==> src/rtl/multicycle_sequencer.sv <==
// rtl/multicycle_sequencer.sv - multicycle FETCH/DECODE/EXEC/MEM/WB control FSM for a MIPS-subset datapath
// Define ILLEGAL_TRAP_EN to trap unknown instructions into HALT with an illegal output; otherwise they retire as NOPs.
module multicycle_sequencer #(
    parameter int CNT_W = 32
) (
    input  logic             clk,
    input  logic             reset,
    input  logic [5:0]       opcode,
    input  logic [5:0]       funct,
    input  logic             zero,
    input  logic             stall,
    output logic             instr_wr,
    output logic             rs_wr,
    output logic             rt_wr,
    output logic             pc_wr,
    output logic [1:0]       pc_src,
    output logic             alu_src,
    output logic [2:0]       alu_cmd,
    output logic             mem_wr,
    output logic             reg_wr,
    output logic [1:0]       reg_dst,
    output logic [1:0]       mem_to_reg,
    output logic             retire,
`ifdef ILLEGAL_TRAP_EN
    output logic             illegal,
`endif
    output logic [CNT_W-1:0] inst_count
);

    localparam logic [5:0] OP_RTYPE = 6'h00;
    localparam logic [5:0] OP_J     = 6'h02;
    localparam logic [5:0] OP_JAL   = 6'h03;
    localparam logic [5:0] OP_BEQ   = 6'h04;
    localparam logic [5:0] OP_BNE   = 6'h05;
    localparam logic [5:0] OP_ADDI  = 6'h08;
    localparam logic [5:0] OP_XORI  = 6'h0E;
    localparam logic [5:0] OP_LW    = 6'h23;
    localparam logic [5:0] OP_SW    = 6'h2B;
    localparam logic [5:0] FN_JR    = 6'h08;
    localparam logic [5:0] FN_ADD   = 6'h20;
    localparam logic [5:0] FN_SUB   = 6'h22;
    localparam logic [5:0] FN_SLT   = 6'h2A;

    localparam logic [2:0] ALU_ADD = 3'd0;
    localparam logic [2:0] ALU_SUB = 3'd1;
    localparam logic [2:0] ALU_XOR = 3'd2;
    localparam logic [2:0] ALU_SLT = 3'd3;

    typedef enum logic [2:0] {
        S_FETCH  = 3'd0,
        S_DECODE = 3'd1,
        S_EXEC   = 3'd2,
        S_MEM    = 3'd3,
        S_WB     = 3'd4,
        S_HALT   = 3'd5
    } state_t;

    state_t state_q, state_d;
    logic [CNT_W-1:0] cnt_q, cnt_d;

    logic       dec_r_alu, dec_jr, dec_j, dec_jal, dec_br, dec_taken;
    logic       dec_imm_alu, dec_lw, dec_sw, dec_known;
    logic [2:0] dec_alu_cmd;
    logic       dec_alu_src;

    // Instruction classification; valid whenever opcode/funct hold the stored instruction.
    always_comb begin
        dec_r_alu   = 1'b0;
        dec_jr      = 1'b0;
        dec_j       = 1'b0;
        dec_jal     = 1'b0;
        dec_br      = 1'b0;
        dec_taken   = 1'b0;
        dec_imm_alu = 1'b0;
        dec_lw      = 1'b0;
        dec_sw      = 1'b0;
        dec_alu_cmd = ALU_ADD;
        dec_alu_src = 1'b0;
        case (opcode)
            OP_RTYPE: begin
                case (funct)
                    FN_ADD:  begin dec_r_alu = 1'b1; dec_alu_cmd = ALU_ADD; end
                    FN_SUB:  begin dec_r_alu = 1'b1; dec_alu_cmd = ALU_SUB; end
                    FN_SLT:  begin dec_r_alu = 1'b1; dec_alu_cmd = ALU_SLT; end
                    FN_JR:   dec_jr = 1'b1;
                    default: ;
                endcase
            end
            OP_J:    dec_j   = 1'b1;
            OP_JAL:  dec_jal = 1'b1;
            OP_BEQ:  begin dec_br = 1'b1; dec_taken = zero;  dec_alu_cmd = ALU_SUB; end
            OP_BNE:  begin dec_br = 1'b1; dec_taken = ~zero; dec_alu_cmd = ALU_SUB; end
            OP_ADDI: begin dec_imm_alu = 1'b1; dec_alu_cmd = ALU_ADD; dec_alu_src = 1'b1; end
            OP_XORI: begin dec_imm_alu = 1'b1; dec_alu_cmd = ALU_XOR; dec_alu_src = 1'b1; end
            OP_LW:   begin dec_lw = 1'b1; dec_alu_src = 1'b1; end
            OP_SW:   begin dec_sw = 1'b1; dec_alu_src = 1'b1; end
            default: ;
        endcase
        dec_known = dec_r_alu | dec_jr | dec_j | dec_jal | dec_br |
                    dec_imm_alu | dec_lw | dec_sw;
    end

    always_ff @(posedge clk) begin
        if (!reset) begin
            state_q <= S_FETCH;
            cnt_q   <= '0;
        end else begin
            state_q <= state_d;
            cnt_q   <= cnt_d;
        end
    end

    always_comb begin
        state_d = state_q;
        case (state_q)
            S_FETCH:  state_d = stall ? S_FETCH : S_DECODE;
            S_DECODE: begin
                if (dec_j || dec_jal) state_d = S_FETCH;
`ifdef ILLEGAL_TRAP_EN
                else if (!dec_known)  state_d = S_HALT;
`endif
                else                  state_d = S_EXEC;
            end
            S_EXEC: begin
                if (dec_lw || dec_sw)                 state_d = S_MEM;
                else if (dec_r_alu || dec_imm_alu)    state_d = S_WB;
`ifdef ILLEGAL_TRAP_EN
                else if (!dec_known)                  state_d = S_HALT;
`endif
                else                                  state_d = S_FETCH;
            end
            S_MEM: begin
                if (stall)       state_d = S_MEM;
                else if (dec_lw) state_d = S_WB;
                else             state_d = S_FETCH;
            end
            S_WB:    state_d = S_FETCH;
            S_HALT:  state_d = S_HALT;
            default: state_d = S_FETCH;
        endcase
    end

    // Outputs are forced low while reset is held, including the reset cycle itself.
    always_comb begin
        instr_wr   = 1'b0;
        rs_wr      = 1'b0;
        rt_wr      = 1'b0;
        pc_wr      = 1'b0;
        pc_src     = 2'd0;
        alu_src    = 1'b0;
        alu_cmd    = ALU_ADD;
        mem_wr     = 1'b0;
        reg_wr     = 1'b0;
        reg_dst    = 2'd0;
        mem_to_reg = 2'd0;
        if (reset) begin
            case (state_q)
                S_FETCH: instr_wr = ~stall;
                S_DECODE: begin
                    rs_wr = 1'b1;
                    rt_wr = 1'b1;
                    if (dec_j || dec_jal) begin
                        pc_wr  = 1'b1;
                        pc_src = 2'd2;
                    end
                    if (dec_jal) begin
                        reg_wr     = 1'b1;
                        reg_dst    = 2'd1;
                        mem_to_reg = 2'd2;
                    end
                end
                S_EXEC: begin
                    alu_cmd = dec_alu_cmd;
                    alu_src = dec_alu_src;
                    if (dec_br) begin
                        pc_wr  = 1'b1;
                        pc_src = dec_taken ? 2'd1 : 2'd0;
                    end else if (dec_jr) begin
                        pc_wr  = 1'b1;
                        pc_src = 2'd3;
                    end
`ifndef ILLEGAL_TRAP_EN
                    else if (!dec_known) begin
                        pc_wr = 1'b1;
                    end
`endif
                end
                S_MEM: begin
                    alu_cmd = dec_alu_cmd;
                    alu_src = dec_alu_src;
                    if (dec_sw) begin
                        mem_wr = ~stall;
                        pc_wr  = ~stall;
                    end
                end
                S_WB: begin
                    alu_cmd    = dec_alu_cmd;
                    alu_src    = dec_alu_src;
                    reg_wr     = 1'b1;
                    pc_wr      = 1'b1;
                    reg_dst    = dec_r_alu ? 2'd0 : 2'd2;
                    mem_to_reg = dec_lw ? 2'd1 : 2'd0;
                end
                default: ;
            endcase
        end
    end

    assign retire     = pc_wr;
    assign cnt_d      = pc_wr ? cnt_q + CNT_W'(1) : cnt_q;
    assign inst_count = reset ? cnt_q : '0;
`ifdef ILLEGAL_TRAP_EN
    assign illegal    = reset && (state_q == S_HALT);
`endif

endmodule

==> config.mk <==
export PLATFORM = sky130hd
export DESIGN_NAME = multicycle_sequencer
export DESIGN_NICKNAME = d
export VERILOG_FILES = /design/src/rtl/multicycle_sequencer.sv
export SDC_FILE = /design/constraint.sdc
export NUM_CORES = 1
export LEC_CHECK = 0
export ABC_AREA = 1
export BUFFER_PORTS_ARGS = -buffer_cell sky130_fd_sc_hd__buf_2
export CAP_MARGIN = 10
export CORE_AREA = 2 2 84 86
export CTS_CLUSTER_DIAMETER = 50
export DETAILED_ROUTE_END_ITERATION = 6
export DIE_AREA = 0 0 86 88
export GPL_TIMING_DRIVEN = 0
export PLACE_DENSITY = 0.67
export SYNTH_ARGS = -nofsm -noshare
export SYNTH_HDL_FRONTEND = slang
export SYNTH_SLANG_ARGS = --single-unit
==> constraint.sdc <==
create_clock -name clk -period 1.93 [get_ports clk]
set_input_delay 0.193 -clock clk [delete_from_list [all_inputs] [get_ports clk]]
set_output_delay 0.193 -clock clk [all_outputs]
set_load 0.01 [all_outputs]
# Yosys cells after proc, flatten, opt, wreduce, memory -nomap -nowiden
# Index checks and enable logic that the tools add are counted.
# op_classes
n_addsub,1
eq_ne,17
n_mux,56
bitwise_logic,9
reduce_logical,10
# op_table
op,count
$add A32 B1 Y32 const B,1
$mux W32,1
$mux W1,31
$eq A6 B6 Y1 const B,5
$eq A6 B4 Y1 const B,3
$mux W2,9
$mux W3,6
$pmux W2 S2,4
$pmux W3 S5,1
$eq A6 B2 Y1 const B,2
$eq A6 B3 Y1 const B,2
$or A1 B1 Y1,7
$eq A3 B2 Y1 const B,2
$eq A3 B3 Y1 const B,2
$logic_not A6 Y1,1
$pmux W2 S3,1
$reduce_or A3 Y1,2
$pmux W1 S2,2
$pmux W1 S4,1
$reduce_or A2 Y1,2
$reduce_or A4 Y1,1
$eq A3 B1 Y1 const B,1
$logic_not A3 Y1,1
$logic_or A1 B1 Y1,3
$not A1 Y1,2
# word_totals
ff_bits,35
inputBits,16

# Depth between registers and ports, before layout
# depth
ltp_word,16
depth_mapped,12
mapped_depth_nobuf,11

# Worst setup path after synthesis
# Ideal clock, no wire load.
# synth_timing
kind,register -> register
start,reg cnt_q[0]
end,reg cnt_q[24]
setup_time_ns,0.140
t_arrival_ns,1.462
t_required_ns,1.790
slack_ns,0.329
path_stages_with_launch,11
path_buffers,0
period_less_slack_ns,1.601
cell_sequence,dfxtp_1 > ha_1 > inv_1 > nor2_2 > inv_2 > nor3_2 > nand2_1 > nand2_1 > nand2_1 > nand3_1 > a21oi_1
# synth_via
elab_chain_len,1
# synth_rtl
element,line_no,rtl
"start, declared",59,"logic [CNT_W-1:0] cnt_q, cnt_d;"
"start signal, assigned",109,cnt_q <= cnt_d;
$add A32 B1 Y32,210,assign cnt_d = pc_wr ? cnt_q + CNT_W'(1) : cnt_q;
# No other way between the ends.
# A chain may end at the register's enable or synchronous reset.

# Worst setup path in the final report
# layout_timing
start,reg state_q[1]
end,out retire
# layout_via
elab_chain_len,3
# layout_rtl
element,line_no,rtl
"start, declared",58,"state_t state_q, state_d;"
"start signal, assigned",108,state_q <= state_d;
"$eq A3 B3 Y1, or another cell as far along",157,case (state_q)
$pmux W1 S4 *,157,
$mux W1 *,156,if (reset) begin
"end, declared",23,"output logic retire,"
# Mark *: on every way between the ends. The rest lies on a longest branch, timed or not.

==> metrics.md <==
| Metric | Value |
|---|---|
| Status | `finished clean` |
| Via-to-Cell Ratio | `5.06` |
| Largest net degree at the start of global routing | `11` |
| Nets@finish | `600` |
| Gr usage total | `24.1%` |
| Fmax | `0.531 GHz` |
| DR pass1 iterations | `4` |
| Async SR Flop Fraction | `0%` |
| Type of the tightest min-delay check | `in2reg` |
| Global-route wire length before repair | `14.4 mm` |
| Slew Limit Fails | `0` |
| CORE AREA | `6640 sq um` |
| IO Count | `65` |
| EDFF count, synth | `0` |
| Setup Skew | `0.0128 ns` |
| Critical path launch point type | `flop` |
| Inst Count DP | `654` |
| WP data arrival | `1.69 ns` |
| Worst slew margin | `57.4%` |
| Worst Slack Setup Final | `0.0464 ns` |
| Detailed Route WL | `8.86 mm` |
| Initial Util | `44.0%` |
| Critical Path Slowest Stage Cell | `dfxtp_4` |
| Clock slew at reported path FFs | `0.08 ns` |
| CP Max Fanout | `8` |
| Place WS | `-0.0758 ns` |
| Clock buffer depth | `2` |
| RSZ-0062 raised after global routing | `true` |
| Critical path class | `reg2out` |
| Yosys Warn Count | `0` |
| Final min period | `1.88 ns` |
| CP dominant cell by count | `nor2_1` |
| Lkg Pwr | `1.68 nW` |
| Crit. End Element | `primary output` |
| FILL cells | `742` |
| Mapped Avg Cell Area | `5.72 sq um` |
| Root Driver | `clkbuf_8` |
| Clock Sinks | `35` |
| Worst Path Required | `1.74 ns` |
| Global route overflow | `0` |
| Synth Cell Area | `2930 sq um` |
| Final Hold Viols | `0` |
| Initial antenna violation count | `0` |
| Vias in the first global route | `3087` |
| WL/cell | `13.3 um` |
| Max IR drop VDD | `0.000240 V` |
| P&R area growth vs syn | `19.4%` |
| Worst-Skew Late Latency | `0.29 ns` |
| Synthesized Nets | `528` |
| Die H | `88 um` |
| Chip Width | `86 um` |
| H-tree Lvls | `2` |
| Post-synthesis sequential area ratio | `24.0%` |
| Tightest Pin Transition | `0.640 ns` |
| N_diodes | `0` |
| Residual DRC | `0` |
| Power per cell area | `417 nW/um^2` |
| CP max stage delay | `0.37 ns` |
| Flip-flop and latch count after synthesis | `35` |
| Port bufs | `63` |
| Post-synthesis cell type count | `38` |
| DP Wirelength | `6.79 mm` |
| Mapped Cells | `511` |
| Final period util | `97.6%` |
| Die area | `7570 sq um` |
| Cell chain of the critical path | `nor2_1, inv_1, nor2_2, clkinv_1, o21ai_0, nor2_1, nand2_4, nand2_8, inv_2, buf_4, buf_2` |
| CTS tree | `done` |
| Endpoints failing setup | `0` |
| Max-cap violations | `0` |
| Antenna viol nets, final | `0` |
| Ratio of cells with drive above 1 in the final layout | `23.8%` |
| GPL Wtd Cong | `0.977` |
| DR vias | `3363` |
| Drt initial violations | `185` |
| CTS buffer count | `5` |
| Flop-to-flop setup slack | `0.17 ns` |
| Ys flop type | `dfxtp_1` |
| Row count | `30` |
| Cell Count, Final, Fillers Out | `664` |
-- area by class of cell --
type / count / area [sq um] / share of cell area [%]
multi-input cells: 383 / 1850 / 53.0
repair buffers: 65 / 330 / 9.46
inverters: 75 / 282 / 8.06
clock inverters: 1 / 5.00 / 0.143
plain buffers: 18 / 135 / 3.87
clock buffers: 7 / 76.3 / 2.18
well taps: 80 / 100 / 2.87
flip-flops and latches: 35 / 712 / 20.4
-- synth_stat cells, types with 2 or more instances --
| library cell | count | area [sq um] |
|---|---|---|
| xnor2_1 | 3 | 26.3 |
| clkinv_1 | 2 | 7.51 |
| nand2_1 | 158 | 593 |
| clkbuf_1 | 5 | 18.8 |
| buf_6 | 3 | 33.8 |
| a21oi_2 | 10 | 87.6 |
| buf_2 | 2 | 10.0 |
| nand3_2 | 4 | 40.0 |
| nand2_2 | 11 | 68.8 |
| nor3_1 | 15 | 75.1 |
| nand3b_1 | 5 | 37.5 |
| o21ai_0 | 4 | 20.0 |
| nand3_1 | 48 | 240 |
| inv_2 | 6 | 22.5 |
| a21oi_1 | 20 | 100 |
| nor2_1 | 76 | 285 |
| nand2_4 | 2 | 22.5 |
| buf_4 | 4 | 30.0 |
| nand4_1 | 6 | 37.5 |
| nor4_1 | 2 | 12.5 |
| inv_1 | 67 | 251 |
| nor2_2 | 7 | 43.8 |
| buf_1 | 2 | 7.51 |
| dfxtp_1 | 35 | 701 |
-- stage by stage --
step                utilization [%]  cell area, sq um  total power, mW  setup TNS, ns  hold WS (ns)
floorplan                         -              2930            0.861              0         0.380
global placement               50.3              3340            0.924        -0.0866         0.481
detailed placement             50.3              3340            0.928         -0.127         0.490
CTS                            51.9              3450             1.46              0         0.327
global route                   52.6              3490             1.51        -0.0353         0.374
finish                         52.6              3490             1.46              0         0.326
-- worst paths after layout --
check                           end                   start  cells past startpoint
max                          retire   state_q[1]$_SDFF_PN0_                     11
min          cnt_q[25]$_SDFFE_PN0P_                   reset                      4
max reg2reg  cnt_q[24]$_SDFFE_PN0P_   cnt_q[0]$_SDFFE_PN0P_                     10
min reg2reg  cnt_q[20]$_SDFFE_PN0P_  cnt_q[20]$_SDFFE_PN0P_                      2
-- routing by layer --
layer  vias to the layer above  routed length [um]  GRT usage (%)
li1                       1735                   -              -
met1                      1526                4170           31.3
met2                        91                4250           43.2
met3                        11                 329           2.54
met4                         0                 110           5.05
met5                         -                   0              0
-- state kept, by name (all words and copies together) (netlist names) --
signal,cells
cnt_q,32
state_q,3
-- timing repair --
item                       in CTS  in global routing
gates resized for setup         6                 13
setup endpoints to repair       4                  5
pin swaps                       2                  2
hold buffers                    0                  0
gates cloned                    0                  0
buffers inserted                1                  1
-- kinds of logic (layout without fill, tap and decap cells) --
family | after synthesis | after routing | share of synthesized area (%)
AND/OR/NAND/NOR | 339 | 339 | 51.9
flip-flops | 35 | 35 | 24.0
AO/OA/AOI/OAI | 38 | 38 | 8.17
adder cells (fa/ha/maj) | 1 | 1 | 0.428
XOR/XNOR | 4 | 4 | 1.20
buffers and inverters | 93 | 166 | 14.2
other | 1 | 1 | 0.128
-- critical path, delay by kind of cell, from the launching register on --
family / cells / cell delay, ns
simple gates: 5 / 0.52
compound gates: 1 / 0.07
flops: 1 / 0.37
buf+inv: 5 / 0.45
-- cells in the final DEF (no fill, tap or decap), drive strengths merged --
cell type / netlist / routed
nand2: 171 / 171
buf: 13 / 78
o21ai: 4 / 4
nor3: 16 / 16
nor4: 3 / 3
nand4: 7 / 7
a21oi: 30 / 30
a2111oi: 1 / 1
a311oi: 1 / 1
clkbuf: 5 / 12
a31oi: 1 / 1
inv: 73 / 73
dfxtp: 35 / 35
nand3b: 5 / 5
xnor2: 3 / 3
xor2: 1 / 1
clkinv: 2 / 3
ha: 1 / 1
or2: 1 / 1
nor2: 84 / 84
nand3: 52 / 52
conb: 1 / 1
o31ai: 1 / 1
-- power by group --
group          switching, mW  leakage, nW  total (mW)  internal (mW)
registers            0.00758        0.285       0.733          0.725
clock network          0.281       0.0422       0.535          0.254
logic                  0.126         1.35       0.190         0.0637
Note: power is estimated with default switching activity, not from simulation.
